[src/rtl/vram_dma_if.sv]
// Bus bundle between the copy engine, main-memory read port and VRAM write port.
// master = the DMA engine, slave = memory/VRAM side.
interface vram_dma_if #(
  parameter int VRAM_ADDR_W = 9
);
  logic [31:0]            mem_addr;
  logic                   mem_req;
  logic                   mem_ready;
  logic [31:0]            mem_rdata;
  logic [VRAM_ADDR_W-1:0] vram_addr;
  logic [7:0]             vram_wdata;
  logic                   vram_wenable;

  modport master (
    output mem_addr, mem_req, vram_addr, vram_wdata, vram_wenable,
    input  mem_ready, mem_rdata
  );

  modport slave (
    input  mem_addr, mem_req, vram_addr, vram_wdata, vram_wenable,
    output mem_ready, mem_rdata
  );
endinterface

[src/rtl/vram_dma.sv]
// Byte copy engine from main memory into tile-map VRAM, with optional vblank-gated start.
// Optional constant-fill mode is compiled in with VRAM_DMA_FILL_EN.
module vram_dma #(
  parameter int VRAM_ADDR_W = 9,
  parameter int LEN_W       = 10
) (
  input  logic        clk,
  input  logic        rst_n,
  input  logic [1:0]  reg_addr,
  input  logic [31:0] reg_wdata,
  input  logic        reg_wenable,
  output logic [31:0] reg_rdata,
  input  logic        v_sync,
  output logic        irq,
  vram_dma_if.master  bus
);

  typedef enum logic [1:0] {IDLE, WAIT_VB, READ, WRITE} state_t;

  state_t                 state_q, state_d;
  logic [31:0]            src_q;
  logic [VRAM_ADDR_W-1:0] dst_q;
  logic [LEN_W-1:0]       len_q;
  logic [7:0]             byte_q;
  logic [7:0]             fill_val_q;
  logic                   wait_vb_q;
  logic                   irq_q;
  logic                   abort_q;
  logic                   fill_q;
  logic                   fill_start;

  logic ctrl_wr, start_req, ack_req, abort_req, abort_any;
  logic busy, handshake, done;
  logic [7:0] sel_byte;

  assign ctrl_wr   = reg_wenable && (reg_addr == 2'd3);
  assign start_req = ctrl_wr && reg_wdata[0];
  assign ack_req   = ctrl_wr && reg_wdata[4];
  assign abort_req = ctrl_wr && reg_wdata[5];
  assign abort_any = abort_q || abort_req;
  assign busy      = (state_q != IDLE);
  assign handshake = (state_q == READ) && bus.mem_ready;

`ifdef VRAM_DMA_FILL_EN
  logic fill_mode_q;
  assign fill_q     = fill_mode_q;
  assign fill_start = reg_wdata[3];
`else
  assign fill_q     = 1'b0;
  assign fill_start = 1'b0;
`endif

  // Little-endian lane select: address bits [1:0] pick the byte in the word.
  always_comb begin
    case (src_q[1:0])
      2'd0:    sel_byte = bus.mem_rdata[7:0];
      2'd1:    sel_byte = bus.mem_rdata[15:8];
      2'd2:    sel_byte = bus.mem_rdata[23:16];
      default: sel_byte = bus.mem_rdata[31:24];
    endcase
  end

  // NOTE: every signal gets a default before the case so no path leaves it unassigned (no latches).
  always_comb begin
    state_d = state_q;
    done    = 1'b0;
    case (state_q)
      IDLE: begin
        if (start_req) begin
          if (len_q == '0)       done    = 1'b1;
          else if (reg_wdata[2]) state_d = WAIT_VB;
          else                   state_d = fill_start ? WRITE : READ;
        end
      end
      WAIT_VB: begin
        if (abort_req)   state_d = IDLE;
        else if (!v_sync) state_d = fill_q ? WRITE : READ;
      end
      READ: begin
        if (handshake) state_d = abort_any ? IDLE : WRITE;
      end
      WRITE: begin
        if (len_q == LEN_W'(1)) begin
          state_d = IDLE;
          done    = !abort_any;
        end else if (abort_any) begin
          state_d = IDLE;
        end else begin
          state_d = fill_q ? WRITE : READ;
        end
      end
      default: state_d = IDLE;
    endcase
  end

  always_ff @(posedge clk) begin
    if (!rst_n) state_q <= IDLE;
    else        state_q <= state_d;
  end

  // NOTE: sequential state uses non-blocking assignments so every register sees pre-edge values.
  always_ff @(posedge clk) begin
    if (!rst_n) begin
      src_q      <= '0;
      dst_q      <= '0;
      len_q      <= '0;
      byte_q     <= '0;
      fill_val_q <= '0;
      wait_vb_q  <= 1'b0;
      irq_q      <= 1'b0;
      abort_q    <= 1'b0;
`ifdef VRAM_DMA_FILL_EN
      fill_mode_q <= 1'b0;
`endif
    end else begin
      // Configuration is frozen while a transfer is running.
      if (reg_wenable && !busy) begin
        case (reg_addr)
          2'd0: src_q <= reg_wdata;
          2'd1: dst_q <= reg_wdata[VRAM_ADDR_W-1:0];
          2'd2: len_q <= reg_wdata[LEN_W-1:0];
          default: begin
            wait_vb_q  <= reg_wdata[2];
            fill_val_q <= reg_wdata[15:8];
`ifdef VRAM_DMA_FILL_EN
            fill_mode_q <= reg_wdata[3];
`endif
          end
        endcase
      end

      if (state_d == IDLE)       abort_q <= 1'b0;
      else if (abort_req && busy) abort_q <= 1'b1;

      if (handshake) byte_q <= sel_byte;

      if (state_q == WRITE) begin
        dst_q <= dst_q + VRAM_ADDR_W'(1);
        len_q <= len_q - LEN_W'(1);
        if (!fill_q) src_q <= src_q + 32'd1;
      end

      // A completion on the same cycle as an ack leaves irq set.
      if (done)         irq_q <= 1'b1;
      else if (ack_req) irq_q <= 1'b0;
    end
  end

  assign bus.mem_req      = (state_q == READ);
  assign bus.mem_addr     = src_q;
  assign bus.vram_wenable = (state_q == WRITE);
  assign bus.vram_addr    = dst_q;
  assign bus.vram_wdata   = fill_q ? fill_val_q : byte_q;
  assign irq              = irq_q;

  always_comb begin
    reg_rdata = '0;
    case (reg_addr)
      2'd0: reg_rdata = src_q;
      2'd1: reg_rdata[VRAM_ADDR_W-1:0] = dst_q;
      2'd2: reg_rdata[LEN_W-1:0] = len_q;
      default: begin
        reg_rdata[1]    = busy;
        reg_rdata[2]    = wait_vb_q;
        reg_rdata[3]    = fill_q;
        reg_rdata[4]    = irq_q;
        reg_rdata[15:8] = fill_val_q;
      end
    endcase
  end

endmodule

[src/flat_wrapper.sv]
// flat-port wrapper written by rule: the top's interface ports become plain ports
module vram_dma_flat 
#(
  parameter int VRAM_ADDR_W = 9,
  parameter int LEN_W       = 10
)
  (clk, rst_n, reg_addr, reg_wdata, reg_wenable, reg_rdata, v_sync, irq, bus_mem_addr, bus_mem_req, bus_vram_addr, bus_vram_wdata, bus_vram_wenable, bus_mem_ready, bus_mem_rdata);
  vram_dma_if #(.VRAM_ADDR_W(VRAM_ADDR_W)) bus_i ();
  input  logic clk;
  input  logic rst_n;
  input  logic [1:0] reg_addr;
  input  logic [31:0] reg_wdata;
  input  logic reg_wenable;
  output logic [31:0] reg_rdata;
  input  logic v_sync;
  output logic irq;
  output wire logic [$bits(bus_i.mem_addr)-1:0] bus_mem_addr;
  output wire logic [$bits(bus_i.mem_req)-1:0] bus_mem_req;
  output wire logic [$bits(bus_i.vram_addr)-1:0] bus_vram_addr;
  output wire logic [$bits(bus_i.vram_wdata)-1:0] bus_vram_wdata;
  output wire logic [$bits(bus_i.vram_wenable)-1:0] bus_vram_wenable;
  input wire logic [$bits(bus_i.mem_ready)-1:0] bus_mem_ready;
  input wire logic [$bits(bus_i.mem_rdata)-1:0] bus_mem_rdata;
  assign bus_mem_addr = bus_i.mem_addr;
  assign bus_mem_req = bus_i.mem_req;
  assign bus_vram_addr = bus_i.vram_addr;
  assign bus_vram_wdata = bus_i.vram_wdata;
  assign bus_vram_wenable = bus_i.vram_wenable;
  assign bus_i.mem_ready = bus_mem_ready;
  assign bus_i.mem_rdata = bus_mem_rdata;
  vram_dma #(.VRAM_ADDR_W(VRAM_ADDR_W), .LEN_W(LEN_W)) u_core (.clk(clk), .rst_n(rst_n), .reg_addr(reg_addr), .reg_wdata(reg_wdata), .reg_wenable(reg_wenable), .reg_rdata(reg_rdata), .v_sync(v_sync), .irq(irq), .bus(bus_i));
endmodule
[config.mk]
export PLATFORM = sky130hd
export DESIGN_NAME = vram_dma_flat
export DESIGN_NICKNAME = d
export VERILOG_FILES = /design/src/rtl/vram_dma_if.sv /design/src/rtl/vram_dma.sv /design/src/flat_wrapper.sv
export SDC_FILE = /design/constraint.sdc
export NUM_CORES = 1
export LEC_CHECK = 0
export ABC_AREA = 0
export ABC_CLOCK_PERIOD_IN_PS = 2400
export CORE_MARGIN = 5
export CORE_UTILIZATION = 30
export CTS_CLUSTER_SIZE = 30
export DETAILED_ROUTE_END_ITERATION = 16
export GPL_TIMING_DRIVEN = 0
export PLACE_DENSITY = 0.53
export RECOVER_POWER = 25
export SLEW_MARGIN = 20
export SYNTH_ARGS = -nofsm -noshare
export SYNTH_HDL_FRONTEND = slang
export SYNTH_SLANG_ARGS = --single-unit
[constraint.sdc]
create_clock -name clk -period 2.4 [get_ports clk]
set_input_delay 0.24 -clock clk [delete_from_list [all_inputs] [get_ports clk]]
set_output_delay 0.24 -clock clk [all_outputs]
set_load 0.02 [all_outputs]
# Word-level counts from Yosys, hierarchy flattened
# Cells that the tools add are included.
# word_totals
out_inout_bits	84
ramBits	0
mem_count	0
word_cells	84
register_bits	72
latchBits	0
mem_bits_ro	0
# op_classes
n_bitwise	2
n_addsub	3
muxes	33
magnitude_cmp	0
div	0
n_reduce_logical	28
n_mul	0
shift	0
eq_ne	9
# ops
operator	count
$mux 32	3
$add 32x1->32 const B	1
$mux 10	3
$mux 9	3
$pmux 8 s3	1
$mux 2	9
$mux 16	1
$pmux 4 s3	1
$pmux 6 s2	1
$reduce_bool 2->1	6
$eq 10x1->1 const B	1
$eq 2x2->1 const B	5
$logic_not 10->1	1
$sub 10x1->10 const B	1
$add 9x1->9 const B	1
$pmux 1 s3	3
$pmux 3 s3	1
$logic_not 2->1	4
$pmux 2 s4	1
$reduce_and 2->1	4
$logic_and 1x1->1	7
$eq 2x1->1 const B	3
$mux 1	5
$reduce_or 2->1	2
5 further kinds	7

# Depth between registers and ports, before layout
# logic_depth
depth_word	9
depth_mapped	9
mapped_depth_nobuf	7

# Worst setup path before layout
# No wires, ideal clock.
# synth_path
kind	register to register
start	register u_core.src_q[2], in the netlist u_core.bus.mem_addr[2]
end	register u_core.src_q[25], in the netlist u_core.bus.mem_addr[25]
setup_ps	122
required_time_ps	2278
path_slack_ps	400
path_buffers	2
path_stages_with_launch	8
arrival_time_ps	1878
path_cell_list	dfxtp_1 -> buf_2 -> nand4_4 -> or3_1 -> buf_2 -> or3_4 -> o221ai_1 -> a21oi_1
# synth_via
elab_chain_len	2
# synth_lines
element	line_no	source
start: declaration	vram_dma.sv:21	logic [31:0] src_q;
start signal: assignment	vram_dma.sv:119	2'd0: src_q <= reg_wdata;
start signal: assignment	vram_dma.sv:140	if (!fill_q) src_q <= src_q + 32'd1;
$add 32x1->32	vram_dma.sv:140	
$mux 32	vram_dma.sv:137	if (state_q == WRITE) begin
# Every way passes these cells.
# A chain may end at the register's enable or synchronous reset.

# Worst setup path after layout
# layout_path
start	input port reg_addr[1]
end	output port reg_rdata[31]
# layout_via
elab_chain_len	2
# layout_lines
element	line_no	source
start: declaration	flat_wrapper.sv:11	input logic [1:0] reg_addr;
$logic_not 2->1	vram_dma.sv:158	case (reg_addr)
$mux 16	vram_dma.sv:158	
end: declaration	flat_wrapper.sv:14	output logic [31:0] reg_rdata;
# Every way passes these cells.

==> impl_metrics.tcl <==
set metrics [dict create \
    status "finished clean" \
    yosys.area.top_type "dfxtp_1" \
    syn_area_um2 4449 \
    cts_buffer_depth 2 \
    cp-end-kind "primary output" \
    switching_share_pct 32.38 \
    portBuffers 151 \
    start_kind "primary input" \
    synth_area_per_cell_um2 7.765 \
    synth_top_area_share_pct 32.40 \
    rsz0062_at_grt "no" \
    die_w_um 131.8 \
    nets 815 \
    clock_sinks 72 \
    fmax_mhz 432.2 \
    die-height_um 131.8 \
    ys_async_sr_fraction_pct 0 \
    leakage_nw 2.727 \
    max_slew_margin_pct 47.82 \
    layout-area-overhead-vs-synth_pct 50.56 \
    setup.worst_path.class "primary input to primary output" \
    insertion_delay_ns 0.35 \
    grt-ovfl-total 0 \
    hold_path_class "primary input to register" \
    holdPathEnd "u_core.irq" \
    crit_required_ns 2.16 \
    ff_latch_area_um2 1441 \
    cts_root_buffer "clkbuf_16" \
    cts.reportedPaths.clkPinSlew_ns 0.06 \
    drc 0 \
    slowest_stage "clkdlybuf4s50_1" \
    synthDistinctLibCells 59 \
    slew_viol_final 0 \
    place_ws_ns -0.5455 \
    grt_usage_pct 20.73 \
    globalplace.congestion 0.8871 \
    fin_skew_ns 0.008465 \
    grt_pass1_vias 5254 \
    yosysMostFrequentCell "nand2_1" \
    cts.htree.levels 3 \
    ios 155 \
    grt_antenna_before_repair 0 \
    synthCells 573 \
    powerDensity_nw_per_um2 708.3 \
    crit_cells 6 \
    synth_edf_count 0 \
    wire_per_inst_um 20.32 \
    multiInputGateArea_um2 2815 \
    power_frac_comb_pct 29.5 \
    ys_ff_latch 72 \
    post-route-period-util_pct 96.41 \
    fillCellCount 1483 \
    final_cell_area_um2 6699 \
    r2r-start "u_core.bus.mem_addr[6]" \
    ys_seq_area_share_pct 32.40 \
    hp-start "reg_wenable" \
    r2r_end "u_core.bus.mem_addr[19]" \
    p_int_mw 3.209 \
    p_seq_share_pct 31.5 \
    die_area_um2 17370 \
    post-route-min-period_ns 2.314 \
    worst-r2r-cell-count 6 \
    synth_nets 655 \
    critPathBufInv 4 \
    power_mw 4.745 \
    postCtsSetupBuffers 0 \
    path_cells "clkdlybuf4s50_1 > clkbuf_4 > nor2_4 > clkbuf_4 > and2_1 > clkdlybuf4s50_1" \
    ir_drop_v 0.0004022 \
    max_stage_delay_ns 0.61 \
    wl_mm 18.73 \
    grt_pass1_wl_mm 29.26 \
    placed_cell_area_um2 6191 \
    hold_buffers 0 \
    core_um2 14530 \
    row_count 44 \
    dr.pass1.iters 5 \
    yosys_warnings 0 \
    path_max_fanout 10 \
    initial_utilization_pct 30.61 \
    drtAntennaViolNets 0 \
    worst_slack_ns 0.08616 \
    dp_hpwl_mm 14.01 \
    drt-initial-drc-count 431 \
    hold_viol 0 \
    cp.arrival_ns 2.07 \
    drv_cap 0 \
    numCtsBuffers 9 \
    switching_power_mw 1.536 \
    n_antenna_cell 0 \
    drive_gt1_share_pct 8.943 \
    num_vias 5342 \
    setup_viol 0 \
    cts_tree "yes" \
    ys_top_cells_by_count "74 x nand2_1, 72 x dfxtp_1, 52 x a21oi_1" \
    r2r_setup_slack_ns 0.12 \
    grt_max_degree 13 \
    tightest_slew_ns 0.7827 \
    hold_depth 4 \
    viasPerCell 5.794 \
    cp_top_family "buffers and inverters" \
    ys.flop_type "dfxtp_1" \
    clock_power_share_pct 39.0 \
    synth_area_leaders "dfxtp_1 32%, nand2_1 6.2%, a21oi_1 5.8%" \
]
==> stage by stage <==
stage               hold slack, ns  utilization, %  TNS (ns)  instances
floorplan                   0.3760               -         0        573
global placement            0.4377           42.60    -12.94        908
detailed placement          0.4485           42.60    -13.23        908
CTS                         0.3184           45.67  -0.01591        924
global route                0.3538           46.09         0        922
finish                      0.3289           46.09         0        922
==> state kept, by name (all words and copies together) (netlist names) <==
signal                 flops
u_core.abort_q             1
u_core.bus.mem_addr       32
u_core.bus.vram_addr       9
u_core.bus.vram_wdata      8
u_core.fill_val_q          8
u_core.irq                 1
u_core.len_q              10
u_core.state_q             2
u_core.wait_vb_q           1
==> area by class of cell <==
class | instances | area share [%]
Buffer | 40 | 3.082
Clock buffer | 11 | 3.773
Clock inverter | 5 | 2.241
Inverter | 18 | 1.009
Multi-Input combinational cell | 441 | 42.02
Sequential cell | 72 | 21.52
Tap cell | 184 | 3.437
Timing Repair Buffer | 151 | 22.92
==> metal layers <==
| layer | vias up | part of all wire [%] | global-route usage [%] |
|---|---|---|---|
| met3 | 32 | 8.9 | 5.954 |
| met1 | 2551 | 44 | 27.31 |
| met5 | - | 0 | 0 |
| met2 | 279 | 46 | 32.53 |
| met4 | 0 | 1.9 | 7.143 |
| li1 | 2480 | - | - |
==> kinds of logic after synthesis <==
| kind of cell | Yosys count | share of synthesized area, % |
|---|---|---|
| DFF | 72 | 32.40 |
| and+or+nand+nor | 226 | 26.43 |
| adders and majority gates | 11 | 3.093 |
| muxes | 13 | 4.162 |
| buffers and inverters | 60 | 5.427 |
| AOI/OAI and AO/OA | 191 | 28.49 |
==> layout by cell type, fill, tap and decap left out, types with 4 or more instances in the layout <==
cell type,instances
and2_1,19
and4_1,6
ha_1,10
clkbuf_1,16
o21ai_0,48
dfxtp_1,72
a222oi_1,11
mux2i_1,5
bufinv_16,5
mux4_2,4
nor4_1,5
a221oi_1,4
dlymetal6s2s_1,11
nand2_1,72
a2bb2oi_1,4
nor3_1,7
buf_2,11
mux2_2,4
clkdlybuf4s50_1,99
clkbuf_4,4
nand3_1,26
a21oi_1,52
nor2_1,37
a211oi_1,13
clkbuf_16,9
dlygate4sd3_1,38
and3_1,15
a31oi_1,10
o211ai_1,4
a22o_1,7
a32oi_1,5
nand4_1,8
clkbuf_2,5
a311oi_1,10
or3_1,4
inv_1,17
==> worst reg2reg max path: cells and delay by family (launching register included) <==
kind	cells	cell delay [ns]
simple gates	3	1.19
compound gates	2	0.29
buf+inv	1	0.18
flops	1	0.54
==> worst max path at each step <==
stage,endpoint,from
2_1_floorplan,u_core.bus.mem_addr[25],u_core.bus.mem_addr[2]
3_3_place_gp,reg_rdata[9],reg_addr[0]
3_5_place_dp,reg_rdata[9],reg_addr[0]
4_1_cts,reg_rdata[4],reg_addr[1]
5_1_grt,u_core.bus.mem_addr[8],u_core.state_q[0]
6_report,reg_rdata[31],reg_addr[1]
==> timing repair <==
action                     4_1_cts  5_1_grt
setup endpoints to repair       52       40
gates resized for setup         21       26
hold endpoints to repair         0        0
==> power groups by stage <==
stage	Sequential, mW	Clock [mW]	Combinational [mW]
floorplan	1.56	0	0.717
global placement	1.51	0	1.38
detailed placement	1.52	0	1.39
CTS	1.49	1.86	1.40
global route	1.52	1.92	1.52
finish	1.49	1.85	1.40
Note: power is estimated with default switching activity, not from simulation.
